[src/rtl/sc_bs2bin_acc.sv]
// ---------------------------------------------------------------------------
// sc_bs2bin_acc
// Stochastic-to-binary converter. It counts the 1s of a unipolar bitstream
// over a window of 2^DATAWD samples. It then presents the saturated count as
// a DATAWD-bit value behind a valid/ready handshake.
//
// Ports
//   clk     in   rising-edge clock
//   rst_n   in   asynchronous, active-low reset
//   iStart  in   request to begin a conversion window (sampled in IDLE/DONE)
//   iBit    in   stochastic bitstream, sampled every cycle while in RUN
//   iReady  in   downstream accepts the result
//   oBusy   out  high while a window is being accumulated
//   oValid  out  result available, held until accepted
//   oData   out  min(count of 1s, 2^DATAWD-1)
// ---------------------------------------------------------------------------
module sc_bs2bin_acc #(
  parameter int DATAWD = 8
) (
  input  logic              clk,
  input  logic              rst_n,
  input  logic              iStart,
  input  logic              iBit,
  input  logic              iReady,
  output logic              oBusy,
  output logic              oValid,
  output logic [DATAWD-1:0] oData
);

  typedef enum logic [1:0] {
    S_IDLE = 2'd0,
    S_RUN  = 2'd1,
    S_DONE = 2'd2
  } state_t;

  state_t state_q, state_d;

  // The count can reach exactly 2^DATAWD (all-ones window), hence one extra bit.
  logic [DATAWD:0]   ones_q;
  logic [DATAWD:0]   ones_sum;
  logic [DATAWD-1:0] cyc_q;

  logic clr;
  logic acc_en;
  logic load;

  assign ones_sum = ones_q + {{DATAWD{1'b0}}, iBit};

  // NOTE: every signal written here gets a default first, so no path through
  // the case statement leaves it unassigned and no latch is inferred.
  always_comb begin
    state_d = state_q;
    clr     = 1'b0;
    acc_en  = 1'b0;
    load    = 1'b0;
    case (state_q)
      S_IDLE: begin
        clr = 1'b1;
        if (iStart) state_d = S_RUN;
      end
      S_RUN: begin
        acc_en = 1'b1;
        // Last sample of the window: the cycle counter is about to wrap.
        if (cyc_q == {DATAWD{1'b1}}) begin
          load    = 1'b1;
          state_d = S_DONE;
        end
      end
      S_DONE: begin
        // Only a completed transfer may leave DONE; iStart alone is ignored.
        if (iReady) begin
          if (iStart) begin
            state_d = S_RUN;
            clr     = 1'b1;
          end else begin
            state_d = S_IDLE;
          end
        end
      end
      default: state_d = S_IDLE;
    endcase
  end

  // NOTE: sequential state uses non-blocking assignments so every register
  // samples the pre-edge values, independent of statement order.
  always_ff @(posedge clk or negedge rst_n) begin
    if (!rst_n) begin
      state_q <= S_IDLE;
      ones_q  <= '0;
      cyc_q   <= '0;
      oBusy   <= 1'b0;
      oValid  <= 1'b0;
      oData   <= '0;
    end else begin
      state_q <= state_d;
      // Busy/valid are registered copies of the next state, so they line up
      // with the state register and have no combinational input path.
      oBusy   <= (state_d == S_RUN);
      oValid  <= (state_d == S_DONE);

      if (clr) begin
        ones_q <= '0;
        cyc_q  <= '0;
      end else if (acc_en) begin
        ones_q <= ones_sum;
        cyc_q  <= cyc_q + DATAWD'(1);
      end

      // Saturate: the only value with the top bit set is exactly 2^DATAWD.
      if (load) begin
        oData <= ones_sum[DATAWD] ? {DATAWD{1'b1}} : ones_sum[DATAWD-1:0];
      end
    end
  end

endmodule

[config.mk]
export PLATFORM = sky130hd
export DESIGN_NAME = sc_bs2bin_acc
export DESIGN_NICKNAME = d
export VERILOG_FILES = /design/src/rtl/sc_bs2bin_acc.sv
export SDC_FILE = /design/constraint.sdc
export NUM_CORES = 1
export LEC_CHECK = 0
export BUFFER_PORTS_ARGS = -buffer_cell sky130_fd_sc_hd__buf_2
export CORE_MARGIN = 1.5
export CORE_UTILIZATION = 60
export CTS_BUF_LIST = sky130_fd_sc_hd__clkbuf_8
export CTS_CLUSTER_SIZE = 24
export DETAILED_ROUTE_END_ITERATION = 10
export PLACE_DENSITY = 0.81
export SLEW_MARGIN = 25
export SYNTH_ARGS = -nofsm -noshare
export SYNTH_HDL_FRONTEND = slang
export SYNTH_SLANG_ARGS = --single-unit
[constraint.sdc]
create_clock -name clk -period 1.9 [get_ports clk]
set_input_delay 0 -clock clk [delete_from_list [all_inputs] [get_ports clk]]
set_output_delay 0 -clock clk [all_outputs]
set_load 0.02 [all_outputs]
==> summary.txt, run 1 <==
Run status
  • Run status: finished clean

Placed design
  • Routability cong.: slightly below 0.8
  • Number of cells after detailed placement: between 150 and 200
  • Total of buffers placed on input and output ports: 14
  • DPL Wire Length: slightly below 2000 µm
  • Pre-CTS worst setup slack: -2.676 ps

Worst setup path
  • Biggest fanout along the worst timing path: 8
  • Required time worst endpoint: slightly above 2000 ps
  • Capture instance of the worst register-to-register path: oData[5]
  • CP Data Arrival Time: 1900 ps
  • Reg-to-reg startpoint: ones_q[0]
  • Length in cells of the worst reg-to-reg path: 6
  • Worst setup path category: flip-flop to flip-flop
  • Slack of the worst reg-to-reg path: between 100 and 150 ps
  • Crit path capture type: flip-flop
  • Setup crit start kind: flip-flop

Global routing
  • First-pass GRT wire length: approximately 4700 µm
  • Total global-route track usage: approximately a quarter
  • Antenna violations before repair: 0
  • Pin count of the biggest net entering global routing: 30
  • Via count of the first global-routing pass: 1117
  • Overflow left after global routing: 0

Synth
  • Cell with the most instances after synthesis: sky130_fd_sc_hd__dfrtp_1
  • Share of synthesized registers carrying an async set or reset: 100.0%
  • Top cell type's share of synthesized area: around 49%
  • Share of the yosys chip area belonging to registers: between 40 and 50%
  • Distinct cells, synth: 33
  • Library cell with the largest summed area after synthesis: sky130_fd_sc_hd__dfrtp_1
  • Synth Area per Inst: a little over 10 µm²
  • Number of warnings reported in the yosys synthesis log: 0
  • Cells after Synth: ~140
  • Flip-flop and latch count after synthesis: 29
  • Number of enable-type register cells in the synthesized netlist: 0
  • Net count of the mapped netlist: 152
  • Main area contributors after synthesis: sky130_fd_sc_hd__dfrtp_1 49%, sky130_fd_sc_hd__xnor2_1 6.5%, sky130_fd_sc_hd__nor2_1 5.0%, sky130_fd_sc_hd__a21oi_2 4.7%, sky130_fd_sc_hd__o21ai_0 4.7%
  • Mapped Area: between 1000 and 1500 µm²
  • Most used standard cells in the synthesized netlist: 29 x sky130_fd_sc_hd__dfrtp_1, 20 x sky130_fd_sc_hd__nor2_1, 14 x sky130_fd_sc_hd__o21ai_0
  • Most used flip-flop cell after synthesis: sky130_fd_sc_hd__dfrtp_1

Timing
  • Fin crit period: roughly 1800 ps
  • Setup slack of the critical path after layout: around 150 ps
  • Final-report max-slew violation count: 0
  • Clock skew after layout: around 4.7 ps
  • Total count of hold-check failures in the final report: 0
  • Maximum operating frequency: approximately 0.57 GHz
  • Number of setup violations in the final report: 0
  • Unrepaired setup endpoints after global routing: no
  • Fraction of the cycle the final worst path needs: between 90% and 100%
  • Transition time at the pin with the least slew margin: 639.6 ps
  • Headroom to the max-slew limit: between 50% and 60%
  • Post-Route Hold Slack: approximately 100 ps

Power
  • Pwr per Cell Area: between 1000 and 1500 nW/µm²
  • Leak: 0.7157 nW
  • Proportion of total power due to net switching: 32.17%
  • Switching power: ~0.56 mW
  • Tot Pwr: 1.730 mW
  • Part of the power in the clock network: 28.4%
  • Sequential share of power: between 40% and 50%
  • Relative contribution of combinational cells to total power: about 22%
  • Worst IR drop on VDD: around 0.99 mV
  • Internal: roughly 1.2 mW

Floorplanning
  • Chip Height: approximately 53 µm
  • Core region area: between 2000 and 2500 µm²
  • Number of rows in the core area: 17
  • DIE AREA: about 2800 µm²
  • Initial Utilization: approximately two thirds
  • Top-level I/O count: 15
  • Die W: between 50 and 60 µm

Hold path
  • Worst hold endpoint: state_q[0]
  • Class of the tightest hold or removal check: primary input to flip-flop
  • Hold_sp: iStart
  • Number of cells traversed by the worst hold path: 3

Clock tree
  • Total clock buffers created by CTS: 5
  • Root buffer cell: sky130_fd_sc_hd__clkbuf_8
  • Maximum number of buffers from clock root to sink: 2
  • Clk sink count: 29
  • Clock latency of the later-clocked register in the worst-skew pair: around 270 ps
  • TritonCTS clock tree: built
  • Clock transition at the registers of the reported paths: ~60 ps
  • Number of H-tree levels: 2

Detailed routing
  • Number of nets with antenna violations after routing: 0
  • 1st-pass router iterations: 5
  • Via count: about 1100
  • DRC Markers: 0
  • Count of routing violations after the opening detailed-route iteration: 26
  • Routed len/inst: between 10 and 15 µm
  • Vias per inst: a little under 6
  • Wire length reported by the detailed router: between 2000 and 3000 µm

Flow run
  • Count of maximum capacitance violations: 0

Finish
  • Count of nets after finishing: between 150 and 200
  • Relative area change from synthesis to final layout: 12.78%
  • Total of fill cells in the finished design: roughly 170
  • Number of antenna repair diodes: 0
  • Fraction of layout cells with a size suffix above 1: roughly a quarter
  • Post-Layout Cell Count: 191
sequential cells by signal (all words and copies together), names as in the netlist:
name and flops:
ones_q 9, oData 8, oValid 1, state_q 2, oBusy 1, cyc_q 8
worst max-delay path, cell delays in order (launching register included):
cell and delay, ps:
sky130_fd_sc_hd__dfrtp_1 360, sky130_fd_sc_hd__ha_1 190, sky130_fd_sc_hd__ha_1 280, sky130_fd_sc_hd__nand3_1 170, sky130_fd_sc_hd__o21ai_0 170, sky130_fd_sc_hd__and3b_2 370
sky130_fd_sc_hd__a21oi_2 90
routing by layer:
layer  GRT usage (%)  vias up  routed length (µm)
li1                -      538                   -
met1           28.36      543                1285
met2           41.88       20                1425
met3           6.000        5                  87
met4           8.974        0                  27
met5               0        -                   0
layout make-up:
class / instances / area, µm² / share of cell area, %
Sequential cell: 29 / 725.7 / 43.25
Clock buffer: 6 / 82.58 / 4.922
Multi-Input combinational cell: 102 / 701.9 / 41.83
Tap cell: 28 / 35.03 / 2.088
Inverter: 7 / 26.28 / 1.566
Timing Repair Buffer: 18 / 102.6 / 6.115
Clock inverter: 1 / 3.754 / 0.2237
repair_timing:
action                                  in CTS  in global routing
hold endpoints to repair                    29                  0
setup buffers                                0                  0
gates resized for setup                      1                  0
hold buffers                                 1                  0
endpoints found under the setup margin       6                  0
power by group through the flow:
stage | clock network, mW | registers (mW) | logic, mW
6_report | 0.491 | 0.858 | 0.380
5_1_grt | 0.525 | 0.875 | 0.435
2_1_floorplan | 0 | 0.831 | 0.305
4_1_cts | 0.502 | 0.856 | 0.386
3_3_place_gp | 0 | 0.854 | 0.359
3_5_place_dp | 0 | 0.865 | 0.379
worst max path at each step:
stage                     startpoint        end  slack (ps)  cells past startpoint
after global routing       ones_q[0]   oData[5]          30                      6
after CTS                  ones_q[0]   oData[0]         140                      6
final                      ones_q[0]   oData[5]         150                      6
after detailed placement   ones_q[0]   oData[0]          -3                      6
after floorplan            ones_q[0]  ones_q[6]         370                      6
after global placement     ones_q[0]   oData[6]         150                      6
stage by stage:
step                      utilization [%]  TNS, ps  area (µm²)
final                               73.72        0        1678
after global routing                73.72        0        1678
after CTS                           73.72        0        1678
after detailed placement            69.43   -2.676        1580
after global placement              69.43        0        1580
after floorplan                         -        0        1488
logic make-up after synthesis:
| group | after synthesis | share of synthesized area [%] |
|---|---|---|
| buffers and inverters | 13 | 4.121 |
| DFF | 29 | 48.78 |
| adders and majority gates | 3 | 2.523 |
| AOI/OAI and AO/OA | 41 | 20.27 |
| xor gates and xnor gates | 12 | 7.065 |
| and+or+nand+nor | 46 | 17.24 |
placed cells by master, fill, tap and decap left out, types with 2 or more instances in the layout:
cell type / netlist / layout
sky130_fd_sc_hd__dfrtp_1: 29 / 29
sky130_fd_sc_hd__inv_1: 7 / 8
sky130_fd_sc_hd__a31o_2: 2 / 2
sky130_fd_sc_hd__xnor2_1: 11 / 11
sky130_fd_sc_hd__nand3_1: 5 / 5
sky130_fd_sc_hd__a21oi_1: 4 / 4
sky130_fd_sc_hd__buf_2: 3 / 14
sky130_fd_sc_hd__nor3_2: 2 / 2
sky130_fd_sc_hd__nand2_1: 9 / 9
sky130_fd_sc_hd__a211oi_1: 4 / 4
sky130_fd_sc_hd__buf_4: 0 / 3
sky130_fd_sc_hd__and3_1: 3 / 3
sky130_fd_sc_hd__o41ai_1: 2 / 2
sky130_fd_sc_hd__a22o_1: 2 / 2
sky130_fd_sc_hd__o21ai_0: 14 / 14
sky130_fd_sc_hd__a21oi_2: 8 / 8
sky130_fd_sc_hd__nor2_1: 20 / 20
sky130_fd_sc_hd__ha_1: 3 / 3
sky130_fd_sc_hd__clkbuf_8: 0 / 6
Power figures use the tool's default switching activity.
==> run 2, diff against run 1 <==
==> constraint.sdc (replaced) <==
create_clock -name clk -period 1.9 [get_ports clk]
set_input_delay 0.57 -clock clk [delete_from_list [all_inputs] [get_ports clk]]
set_output_delay 0.57 -clock clk [all_outputs]
set_load 0.02 [all_outputs]
==> run 2 against run 1 <==
- clock-buffer cell count did not move
- power rose by 1.8%
- flip-flop and latch count did not move
- worst setup slack improved by 78 ps
- final area rose by 2.1%
- sequential share of layout area fell by 0.88 points
- combinational power rose by 5.5%
- sequential power rose by 0.5%
- critical path depth rose by 1
- register-to-register slack improved by 100 ps
- fmax rose by 4.7%
- largest cell class unchanged
- largest power group unchanged
- highest routed layer unchanged
==> summary.txt, run 2 (synthesis results as in run 1) <==
Detailed routing
  • Via count: around 1200
  • Vias per inst: ~6
  • 1st-pass router iterations: 4
  • Wire length reported by the detailed router: a little over 3000 µm
  • Routed len/inst: 15.69 µm
  • Count of routing violations after the opening detailed-route iteration: 24
  • Number of nets with antenna violations after routing: 0
  • DRC Markers: 0

Clock tree
  • Total clock buffers created by CTS: 5
  • Number of H-tree levels: 2
  • Hold bufs inserted after CTS: 0
  • Clk sink count: 29
  • Clock latency of the later-clocked register in the worst-skew pair: 280 ps
  • TritonCTS clock tree: built
  • Clock transition at the registers of the reported paths: ~60 ps
  • Root buffer cell: sky130_fd_sc_hd__clkbuf_8
  • Maximum number of buffers from clock root to sink: 2

Floorplanning
  • Number of rows in the core area: 17
  • DIE AREA: ~2800 µm²
  • Chip Height: around 53 µm
  • Core region area: 2276 µm²
  • Top-level I/O count: 15
  • Die W: ~53 µm
  • Initial Utilization: 65.37%

Global routing
  • Met2 layer usage reported by global route: between 40% and 50%
  • Overflow left after global routing: 0
  • Via count of the first global-routing pass: ~1200
  • Fraction of met1 tracks used by global routing: a little over a third
  • Antenna violations before repair: 0
  • Total global-route track usage: between 20 and 30%
  • Global Route met3 Usage: 7.714%
  • Busiest layer in global routing: met2
  • First-pass GRT wire length: ~5400 µm
  • Pin count of the biggest net entering global routing: 30

Timing
  • Fin crit period: ~1700 ps
  • Fraction of the cycle the final worst path needs: 88.07%
  • Headroom to the max-slew limit: 56.81%
  • Transition time at the pin with the least slew margin: between 600 and 700 ps
  • Unrepaired setup endpoints after global routing: no
  • Total count of hold-check failures in the final report: 0
  • Final-report max-slew violation count: 0
  • Number of setup violations in the final report: 0
  • Maximum operating frequency: ~0.60 GHz
  • Clock skew after layout: 2.558 ps
  • Setup slack of the critical path after layout: ~230 ps

Finish
  • Most common cell after layout, fill and taps aside: sky130_fd_sc_hd__dfrtp_1
  • Fraction of layout cells with a size suffix above 1: 27.38%
  • Post-Layout Cell Count: a little under 200
  • Relative area change from synthesis to final layout: 15.14%
  • Register containing the most flip-flops in the final layout: ones_q
  • Biggest registers after layout: ones_q x9, cyc_q x8, oData x8
  • Max FFs per register: 9
  • Most frequent cells in the layout: 29 x sky130_fd_sc_hd__dfrtp_1, 20 x sky130_fd_sc_hd__nor2_1, 14 x sky130_fd_sc_hd__o21ai_0, 14 x sky130_fd_sc_hd__buf_2, 11 x sky130_fd_sc_hd__xnor2_1
  • Number of antenna repair diodes: 0
  • Count of nets after finishing: 176

Worst setup path
  • Setup crit start kind: primary input
  • Capture instance of the worst register-to-register path: oData[3]
  • Required time worst endpoint: 2050 ps
  • Length in cells of the worst reg-to-reg path: 6
  • Launch point of the critical path: iBit
  • Crit path capture type: flip-flop
  • Reg-to-reg startpoint: ones_q[0]
  • Biggest fanout along the worst timing path: 8
  • Slack of the worst reg-to-reg path: between 200 and 300 ps
  • CP Data Arrival Time: ~1800 ps
  • Worst setup path category: primary input to flip-flop

Hold path
  • Class of the tightest hold or removal check: primary input to asynchronous set/reset pin

Placed design
  • Pre-CTS worst setup slack: -181.7 ps
  • Number of cells after detailed placement: roughly 190
  • DPL Wire Length: about 2200 µm
  • Routability cong.: around 0.85
  • Total of buffers placed on input and output ports: 14

Power
  • Pwr per Cell Area: 1028 nW/µm²
  • Tot Pwr: around 1.8 mW
  • Worst IR drop on VDD: 0.7809 mV
  • Leak: between 0.7 and 0.8 nW

Run status
  • Run status: finished clean

Flow run
  • Count of maximum capacitance violations: 0
run 2: final cells by class:
cell class              instances  area, µm²
clock inverters                 1      3.754
flip-flops and latches         29      725.7
well taps                      28      35.03
inverters                       7      26.28
fillers                       142      563.0
clock buffers                   6      82.58
repair buffers                 23      137.6
multi-input cells             102      701.9
run 2: power breakdown:
part           switching [mW]  leakage [nW]  internal [mW]  total (mW)
clock                   0.217        0.0485          0.281       0.498
sequential              0.136         0.341          0.726       0.862
combinational           0.219         0.353          0.182       0.401
run 2: repair_timing:
action / CTS / global route
resized for setup: 0 / 1
setup buffers: 0 / 0
setup endpoints to repair: 0 / 8
run 2: critical path: stages:
cell and delay, ps:
sky130_fd_sc_hd__buf_2 80, sky130_fd_sc_hd__ha_1 150, sky130_fd_sc_hd__ha_1 220, sky130_fd_sc_hd__nand3_1 150, sky130_fd_sc_hd__o21ai_0 190, sky130_fd_sc_hd__and3b_2 370
sky130_fd_sc_hd__a21oi_2 90
run 2: worst max-delay path by stage:
| stage | slack (ps) | depth (start not counted) | end |
|---|---|---|---|
| 2_1_floorplan | 150 | 6 | ones_q[6] |
| 3_3_place_gp | -100 | 7 | oData[6] |
| 3_5_place_dp | -180 | 7 | oData[3] |
| 4_1_cts | 110 | 7 | oData[3] |
| 5_1_grt | 80 | 7 | oData[5] |
| 6_report | 230 | 7 | oData[3] |
run 2: stage by stage:
stage                     instance area (µm²)  hold slack [ps]  TNS (ps)  utilization (%)
after floorplan                          1488            274.4         0                -
after global placement                   1625            473.5    -744.3            71.41
after detailed placement                 1625            500.3     -1408            71.41
after CTS                                1712            337.6         0            75.21
after global routing                     1713            360.1         0            75.26
final                                    1713            315.0         0            75.26
run 2: per-layer routing:
metal	wire length, µm	part of all wire [%]	vias to the layer above
met2	1503	49	44
met4	72	2.3	0
met1	1324	43	565
met3	175	5.7	11
li1	-	-	554
met5	0	0	-
